## src/rtl/chirp_phase_accum_if.sv

```systemverilog
// chirp_phase_accum_if: control/tuning inputs and ROM-address outputs of the chirp phase accumulator
interface chirp_phase_accum_if #(
  parameter int PHASE_W = 32,
  parameter int ADDR_W  = 12,
  parameter int CNT_W   = 27,
  parameter int NIMP_W  = 5
);
  logic [1:0]         SIGNAL_TYPE;
  logic [PHASE_W-1:0] FCW_START;
  logic [PHASE_W-1:0] FCW_DELTA;
  logic [CNT_W-1:0]   IMP_SAMPLES;
  logic [CNT_W-1:0]   PERIOD_SAMPLES;
  logic [NIMP_W-1:0]  NUM_OF_IMP;
  logic               SIGN_START_GEN;
  logic               OUT_REG_READY;
  logic [ADDR_W-1:0]  ROM_ADDRESS;
  logic               ADDR_VALID;
  logic               SIGN_START_CALC;
  logic               SIGN_STOP_CALC;
  logic               BUSY;
  modport master (
    output SIGNAL_TYPE, FCW_START, FCW_DELTA, IMP_SAMPLES, PERIOD_SAMPLES, NUM_OF_IMP,
           SIGN_START_GEN, OUT_REG_READY,
    input  ROM_ADDRESS, ADDR_VALID, SIGN_START_CALC, SIGN_STOP_CALC, BUSY
  );
  modport slave (
    input  SIGNAL_TYPE, FCW_START, FCW_DELTA, IMP_SAMPLES, PERIOD_SAMPLES, NUM_OF_IMP,
           SIGN_START_GEN, OUT_REG_READY,
    output ROM_ADDRESS, ADDR_VALID, SIGN_START_CALC, SIGN_STOP_CALC, BUSY
  );
endinterface

```

## src/rtl/chirp_phase_accum.sv

```systemverilog
// chirp_phase_accum: tone/V/up/down-chirp burst phase accumulator feeding a sine ROM; define PHASE_DITHER_EN for LFSR phase dither
module chirp_phase_accum #(
  parameter int PHASE_W = 32,
  parameter int ADDR_W  = 12,
  parameter int CNT_W   = 27,
  parameter int NIMP_W  = 5
) (
  input logic CLK,
  input logic RESET,
  chirp_phase_accum_if.slave b
);
  typedef enum logic [1:0] {IDLE, PULSE, GAP} state_t;
  state_t st, st_nx;
  logic [1:0]         typ_q, typ;
  logic [PHASE_W-1:0] f0_q, d_q, phase, fcw, f0, d, ph, fc, fc_nx;
  logic [CNT_W-1:0]   imp_q, eff_q, cnt, imp, n_cnt, half;
  logic [NIMP_W-1:0]  nimp_q, ip, nimp, n_ip;
  logic               acc, run, act, wrap, newp, in_pulse, last;
  logic [ADDR_W-1:0]  addr_q, addr_nx;
  logic               valid_q, start_q, stop_q, busy_q;
  assign b.ROM_ADDRESS     = addr_q;
  assign b.ADDR_VALID      = valid_q;
  assign b.SIGN_START_CALC = start_q;
  assign b.SIGN_STOP_CALC  = stop_q;
  assign b.BUSY            = busy_q;
  // Next-sample decode: each edge produces the sample that becomes visible after it
  always_comb begin
    acc = st == IDLE && b.SIGN_START_GEN && b.OUT_REG_READY && b.NUM_OF_IMP != '0 && b.IMP_SAMPLES != '0;
    run = st != IDLE && !stop_q;
    act = acc || run;
    wrap = run && cnt == eff_q - 1'b1;
    newp = acc || wrap;
    typ = acc ? b.SIGNAL_TYPE : typ_q;
    f0 = acc ? b.FCW_START : f0_q;
    d = acc ? b.FCW_DELTA : d_q;
    imp = acc ? b.IMP_SAMPLES : imp_q;
    nimp = acc ? b.NUM_OF_IMP : nimp_q;
    n_cnt = newp ? '0 : cnt + 1'b1;
    n_ip = acc ? '0 : wrap ? ip + 1'b1 : ip;
    in_pulse = act && n_cnt < imp;
    half = imp >> 1;
    ph = newp ? '0 : phase;
    fc = newp ? f0 : fcw;
    fc_nx = typ == 2'd0 ? fc : (typ == 2'd2 || (typ == 2'd1 && n_cnt >= half)) ? fc + d : fc - d;
    last = act && n_ip == nimp - 1'b1 && n_cnt == imp - 1'b1;
    st_nx = !act ? IDLE : in_pulse ? PULSE : GAP;
  end
`ifdef PHASE_DITHER_EN
  localparam int L = PHASE_W - ADDR_W;
  localparam logic [L-1:0] TAPS = L'(L == 8 ? 32'hB8 : L == 12 ? 32'h829 : L == 16 ? 32'hB400 :
                                     L == 24 ? 32'hE10000 : 32'h90000);
  logic [L-1:0]       lfsr, lfsr_cur, lfsr_nx;
  logic [PHASE_W-1:0] ph_d;
  // Galois LFSR reseeded per burst, advancing only on pulse samples
  always_comb begin
    lfsr_cur = acc ? L'(1) : lfsr;
    lfsr_nx = in_pulse ? ((lfsr_cur >> 1) ^ (lfsr_cur[0] ? TAPS : '0)) : lfsr_cur;
    ph_d = ph + PHASE_W'(lfsr_cur);
  end
  // LFSR state register
  always_ff @(posedge CLK) lfsr <= RESET ? L'(1) : lfsr_nx;
  assign addr_nx = ph_d[PHASE_W-1 -: ADDR_W];
`else
  assign addr_nx = ph[PHASE_W-1 -: ADDR_W];
`endif
  // State, burst parameters, accumulators and registered outputs
  always_ff @(posedge CLK) begin
    if (RESET) begin
      st <= IDLE;
      typ_q <= '0;
      f0_q <= '0;
      d_q <= '0;
      imp_q <= '0;
      eff_q <= '0;
      nimp_q <= '0;
      cnt <= '0;
      ip <= '0;
      phase <= '0;
      fcw <= '0;
      addr_q <= '0;
      valid_q <= 1'b0;
      start_q <= 1'b0;
      stop_q <= 1'b0;
      busy_q <= 1'b0;
    end else begin
      st <= st_nx;
      if (acc) begin
        typ_q <= b.SIGNAL_TYPE;
        f0_q <= b.FCW_START;
        d_q <= b.FCW_DELTA;
        imp_q <= b.IMP_SAMPLES;
        eff_q <= b.PERIOD_SAMPLES > b.IMP_SAMPLES ? b.PERIOD_SAMPLES : b.IMP_SAMPLES;
        nimp_q <= b.NUM_OF_IMP;
      end
      cnt <= act ? n_cnt : '0;
      ip <= act ? n_ip : '0;
      phase <= act ? ph + fc : '0;
      fcw <= act ? fc_nx : '0;
      addr_q <= in_pulse ? addr_nx : '0;
      valid_q <= act;
      start_q <= acc;
      stop_q <= last;
      busy_q <= act;
    end
  end
endmodule
```

## src/flat_wrapper.sv

```systemverilog
// flat-port wrapper written by rule: the top's interface ports become plain ports
module chirp_phase_accum_flat 
#(
  parameter int PHASE_W = 32,
  parameter int ADDR_W  = 12,
  parameter int CNT_W   = 27,
  parameter int NIMP_W  = 5
)
  (CLK, RESET, b_SIGNAL_TYPE, b_FCW_START, b_FCW_DELTA, b_IMP_SAMPLES, b_PERIOD_SAMPLES, b_NUM_OF_IMP, b_SIGN_START_GEN, b_OUT_REG_READY, b_ROM_ADDRESS, b_ADDR_VALID, b_SIGN_START_CALC, b_SIGN_STOP_CALC, b_BUSY);
  chirp_phase_accum_if #(.PHASE_W(PHASE_W), .ADDR_W(ADDR_W), .CNT_W(CNT_W), .NIMP_W(NIMP_W)) b_i ();
  input logic CLK;
  input logic RESET;
  input wire logic [$bits(b_i.SIGNAL_TYPE)-1:0] b_SIGNAL_TYPE;
  input wire logic [$bits(b_i.FCW_START)-1:0] b_FCW_START;
  input wire logic [$bits(b_i.FCW_DELTA)-1:0] b_FCW_DELTA;
  input wire logic [$bits(b_i.IMP_SAMPLES)-1:0] b_IMP_SAMPLES;
  input wire logic [$bits(b_i.PERIOD_SAMPLES)-1:0] b_PERIOD_SAMPLES;
  input wire logic [$bits(b_i.NUM_OF_IMP)-1:0] b_NUM_OF_IMP;
  input wire logic [$bits(b_i.SIGN_START_GEN)-1:0] b_SIGN_START_GEN;
  input wire logic [$bits(b_i.OUT_REG_READY)-1:0] b_OUT_REG_READY;
  output wire logic [$bits(b_i.ROM_ADDRESS)-1:0] b_ROM_ADDRESS;
  output wire logic [$bits(b_i.ADDR_VALID)-1:0] b_ADDR_VALID;
  output wire logic [$bits(b_i.SIGN_START_CALC)-1:0] b_SIGN_START_CALC;
  output wire logic [$bits(b_i.SIGN_STOP_CALC)-1:0] b_SIGN_STOP_CALC;
  output wire logic [$bits(b_i.BUSY)-1:0] b_BUSY;
  assign b_i.SIGNAL_TYPE = b_SIGNAL_TYPE;
  assign b_i.FCW_START = b_FCW_START;
  assign b_i.FCW_DELTA = b_FCW_DELTA;
  assign b_i.IMP_SAMPLES = b_IMP_SAMPLES;
  assign b_i.PERIOD_SAMPLES = b_PERIOD_SAMPLES;
  assign b_i.NUM_OF_IMP = b_NUM_OF_IMP;
  assign b_i.SIGN_START_GEN = b_SIGN_START_GEN;
  assign b_i.OUT_REG_READY = b_OUT_REG_READY;
  assign b_ROM_ADDRESS = b_i.ROM_ADDRESS;
  assign b_ADDR_VALID = b_i.ADDR_VALID;
  assign b_SIGN_START_CALC = b_i.SIGN_START_CALC;
  assign b_SIGN_STOP_CALC = b_i.SIGN_STOP_CALC;
  assign b_BUSY = b_i.BUSY;
  chirp_phase_accum #(.PHASE_W(PHASE_W), .ADDR_W(ADDR_W), .CNT_W(CNT_W), .NIMP_W(NIMP_W)) u_core (.CLK(CLK), .RESET(RESET), .b(b_i));
endmodule
```

## config.mk

```make
export PLATFORM = sky130hd
export DESIGN_NAME = chirp_phase_accum_flat
export DESIGN_NICKNAME = d
export VERILOG_FILES = /design/src/rtl/chirp_phase_accum_if.sv /design/src/rtl/chirp_phase_accum.sv /design/src/flat_wrapper.sv
export SDC_FILE = /design/constraint.sdc
export NUM_CORES = 1
export LEC_CHECK = 0
export BUFFER_PORTS_ARGS = -buffer_cell sky130_fd_sc_hd__buf_4
export CORE_MARGIN = 2
export CORE_UTILIZATION = 55
export DETAILED_ROUTE_END_ITERATION = 8
export GPL_ROUTABILITY_DRIVEN = 0
export PLACE_DENSITY_LB_ADDON = 0.08
export SETUP_SLACK_MARGIN = 0.1
export SLEW_MARGIN = 20
export SYNTH_ARGS = -nofsm -noshare
export SYNTH_HDL_FRONTEND = slang
export SYNTH_SLANG_ARGS = --single-unit
```

## constraint.sdc

```tcl
create_clock -name CLK -period 11.87 [get_ports CLK]
set_input_delay 1.7805 -clock CLK [delete_from_list [all_inputs] [get_ports CLK]]
set_output_delay 1.7805 -clock CLK [all_outputs]
set_load 0.05 [all_outputs]
```

==> reports/metrics.yaml <==
run_status: "finished, final reports clean"
synthToLayoutAreaGrowth_pct: 13.43
synth_top_cell_area_share_pct: 27.27
total_switching_power_uw: 1618
chipHeight_microns: 182.2
synthDominantAreaCellType: "dfxtp_1"
mostFrequentLayoutCells: "nor2_1 (276), dfxtp_1 (238), nand2_1 (178)"
leakage_uw: 0.008755
p_int_uw: 2288
floorplan.initialDensity_pct: 55.66
route.detailed.drc: 0
fin_setup_tns_ns: 0
whs_path_depth: 2
via_count: 16340
crit-reg2reg-capture: "u_core.fcw[28]$_SDFF_PP0_"
final.setup_skew_ns: 0.01476
worst-r2r-cell-count: 36
synth_edf_count: 0
place_ws_ns: 1.665
std_cell_rows: 65
netlist_area_sq_mm: 0.01747
synth.yosys.seq_area_share_pct: 27.27
switching_portion_of_total_power_pct: 41.43
antenna_violations_before_repair: 1
cts_num_sinks: 238
critical_setup_path_class: "flop to flop"
syn_nets: 2473
layout_commonest_cell: "nor2_1"
grt_overflow: 0
final_critical_path_setup_slack_ns: 1.912
slew_headroom_pct: 33.91
worst_path_largest_cell_delay_ns: 0.83
setup.reg_to_reg.worst_slack_ns: 1.91
hp-class: "flop to flop"
die-area_sq_mm: 0.03321
cts_tree: "done"
max_freq_ghz: 0.1004
worst_r2r_startpoint: "u_core.eff_q[0]$_SDFFE_PP0P_"
netlist_top_cells_area: "dfxtp_1 (27%), ha_1 (11%), mux2i_1 (8.4%)"
grt_first_pass_wirelength_microns: 80850
antenna-diode-count: 0
final.period_utilization_pct: 83.89
worst-path-max-fanout: 42
holdCritStartpoint: "u_core.f0_q[12]$_SDFF_PP0_"
drive_above_1_share_pct: 10.67
grt_setup_unrepaired: "no"
most_common_flop_cell_mapped_by_yosys: "dfxtp_1"
layout.nets: 2555
synth_area_per_cell_sq_um: 7.971
clockRootBuffer: "clkbuf_16"
timing.critical_path.required_ns: 12.33
multiInputGateArea_sq_mm: 0.01204
io_buffer_count: 144
pwr-share-seq_pct: 24.5
area.sequential_sq_mm: 0.004765
cellPowerDensity_mw_per_mm2: 197.1
post_cts_resized: 0
finalHoldViolations: 0
pwr-share-comb_pct: 51.3
endpoint_kind: "flop"
stdcell_area_sq_mm: 0.01982
start_kind: "flop"
cell_area_reported_after_detailed_placement_sq_mm: 0.01880
slowest_stage: "or4_4"
drtAntennaViolNets: 0
holdBufCountCts: 0
grt_max_degree: 141
post_synth_inst_count: 2192
post-cts-setup-buffers: 0
post_synth_num_cell_types: 77
synthArstFlopShare_pct: 0
synth.ff_latch_count: 238
period_minus_slack_ns: 9.958
clock_power_share_pct: 24.3
fin_hold_ws_ns: 0.4523
detail_route.first_pass.iterations: 5
max_slew.worst_pin.slew_ns: 0.9823
die_x_microns: 182.2
clkSlewWorstSetupHoldPaths_ns: 0.06
fin_total_pwr_uw: 3907
count_of_routing_violations_after_the_opening_detailed_route_iteration: 1062
yosys_synthesis_warning_count: 0
via_count_of_the_first_global_routing_pass: 15740
route.detailed.vias_per_inst: 6.057
core-area_sq_mm: 0.03139
setup_viol_count_final: 0
boundary_pin_count: 145
drt-wirelength-per-cell_microns: 18.56
max-clock-path-buffers: 3
vdd.ir_drop.worst_v: 0.0001347
max_cap_viol_count: 0
fill_cells: 2782
hpwlAfterDp_microns: 36730
maxSlewViolCount: 0
ctsHtreeMaxLevel: 1
min_to: "u_core.f0_q[12]$_SDFF_PP0_"
arrival_ns: 10.42
routed_wl_microns: 50080
gr-usage-all-layers_pct: 29.69
clkLatencyLatePin_ns: 0.55
cts-buffers-inserted: 29
power by group through the flow:
stage          clock network [uW]  registers, uW  logic, uW
2_1_floorplan                   0            967       1500
3_3_place_gp                    0            969       1930
5_1_grt                       992            966       2210
4_1_cts                       958            954       1980
6_report                      948            956       2000
3_5_place_dp                    0            970       1960
state kept, by name, summed over array words and instances, names as in the netlist:
signal and count:
u_core.b.ADDR_VALID 1, u_core.b.ROM_ADDRESS 12, u_core.b.SIGN_START_CALC 1, u_core.b.SIGN_STOP_CALC 1, u_core.cnt 27, u_core.d_q 32, u_core.eff_q 27, u_core.f0_q 32
u_core.fcw 32, u_core.imp_q 27, u_core.ip 5, u_core.nimp_q 5, u_core.phase 32, u_core.st 2, u_core.typ_q 2
cells in the mapped netlist, types with 5 or more instances:
cell	n
nand4_1	41
a21oi_1	143
nor4_1	25
xor2_1	78
nor2b_1	25
and3_1	41
nand2_1	178
o22ai_1	6
clkbuf_1	70
o21ai_0	100
and4_1	7
a21o_1	34
or2_2	7
mux2_2	5
inv_1	71
dfxtp_1	238
o21a_1	31
o21bai_1	5
buf_2	13
nand3_1	40
o211ai_1	10
and2_1	17
nor3_1	92
a31oi_1	21
nand2b_1	21
xnor2_1	109
or4_1	14
a2111oi_0	5
o31ai_1	9
ha_1	150
buf_1	17
nor2_1	276
or3_1	12
nor3b_1	11
a211oi_1	39
a31o_2	5
mux2i_1	146
cells by family after synthesis:
logic type / Yosys count / share of synthesized area (%)
AOI/OAI and AO/OA: 459 / 16.61
buffers and inverters: 177 / 4.046
xor gates and xnor gates: 188 / 9.502
DFF: 238 / 27.27
muxes: 151 / 8.686
and+or+nand+nor: 827 / 22.91
adders and majority gates: 152 / 10.97
area by class of cell:
| class | instances | area share [%] |
|---|---|---|
| clock buffers | 38 | 4.236 |
| clock inverters | 15 | 0.9343 |
| inverters | 72 | 1.364 |
| multi-input cells | 1777 | 60.75 |
| flip-flops and latches | 238 | 24.04 |
| well taps | 402 | 2.538 |
| repair buffers | 156 | 6.136 |
per-layer routing:
metal,vias up,routed length [microns],GRT usage (%)
met5,-,13,0
met4,2,2091,12.35
met3,118,2662,3.153
met2,503,23790,51.25
met1,7694,21510,37.82
li1,8025,-,-
stage by stage:
stage	utilization, %	std cells
after global placement	59.78	2644
after CTS	63.14	2698
after floorplan	-	2192
after global routing	63.14	2698
after detailed placement	59.87	2645
final	63.14	2698
worst max-delay path by stage:
stage	slack, ns	cells past startpoint	to	from
6_report	1.91	36	u_core.fcw[28]$_SDFF_PP0_	u_core.eff_q[0]$_SDFFE_PP0P_
5_1_grt	0.94	37	u_core.fcw[28]$_SDFF_PP0_	u_core.eff_q[0]$_SDFFE_PP0P_
4_1_cts	1.95	36	u_core.fcw[28]$_SDFF_PP0_	u_core.eff_q[0]$_SDFFE_PP0P_
3_5_place_dp	1.67	32	u_core.fcw[28]$_SDFF_PP0_	b_IMP_SAMPLES[21]
3_3_place_gp	1.91	32	u_core.fcw[28]$_SDFF_PP0_	b_IMP_SAMPLES[2]
2_1_floorplan	2.29	38	u_core.fcw[28]$_SDFF_PP0_	b_IMP_SAMPLES[11]
critical path, delay by kind of cell, from the launching register on:
kind            cells  cell delay [ns]
buf+inv             2             0.34
xor+xnor            3             0.41
fa+ha+maj           3             1.01
compound gates     16             3.90
simple gates       10             3.49
flops               1             0.36
mux                 2             0.32
Note: power is estimated with default switching activity, not from simulation.
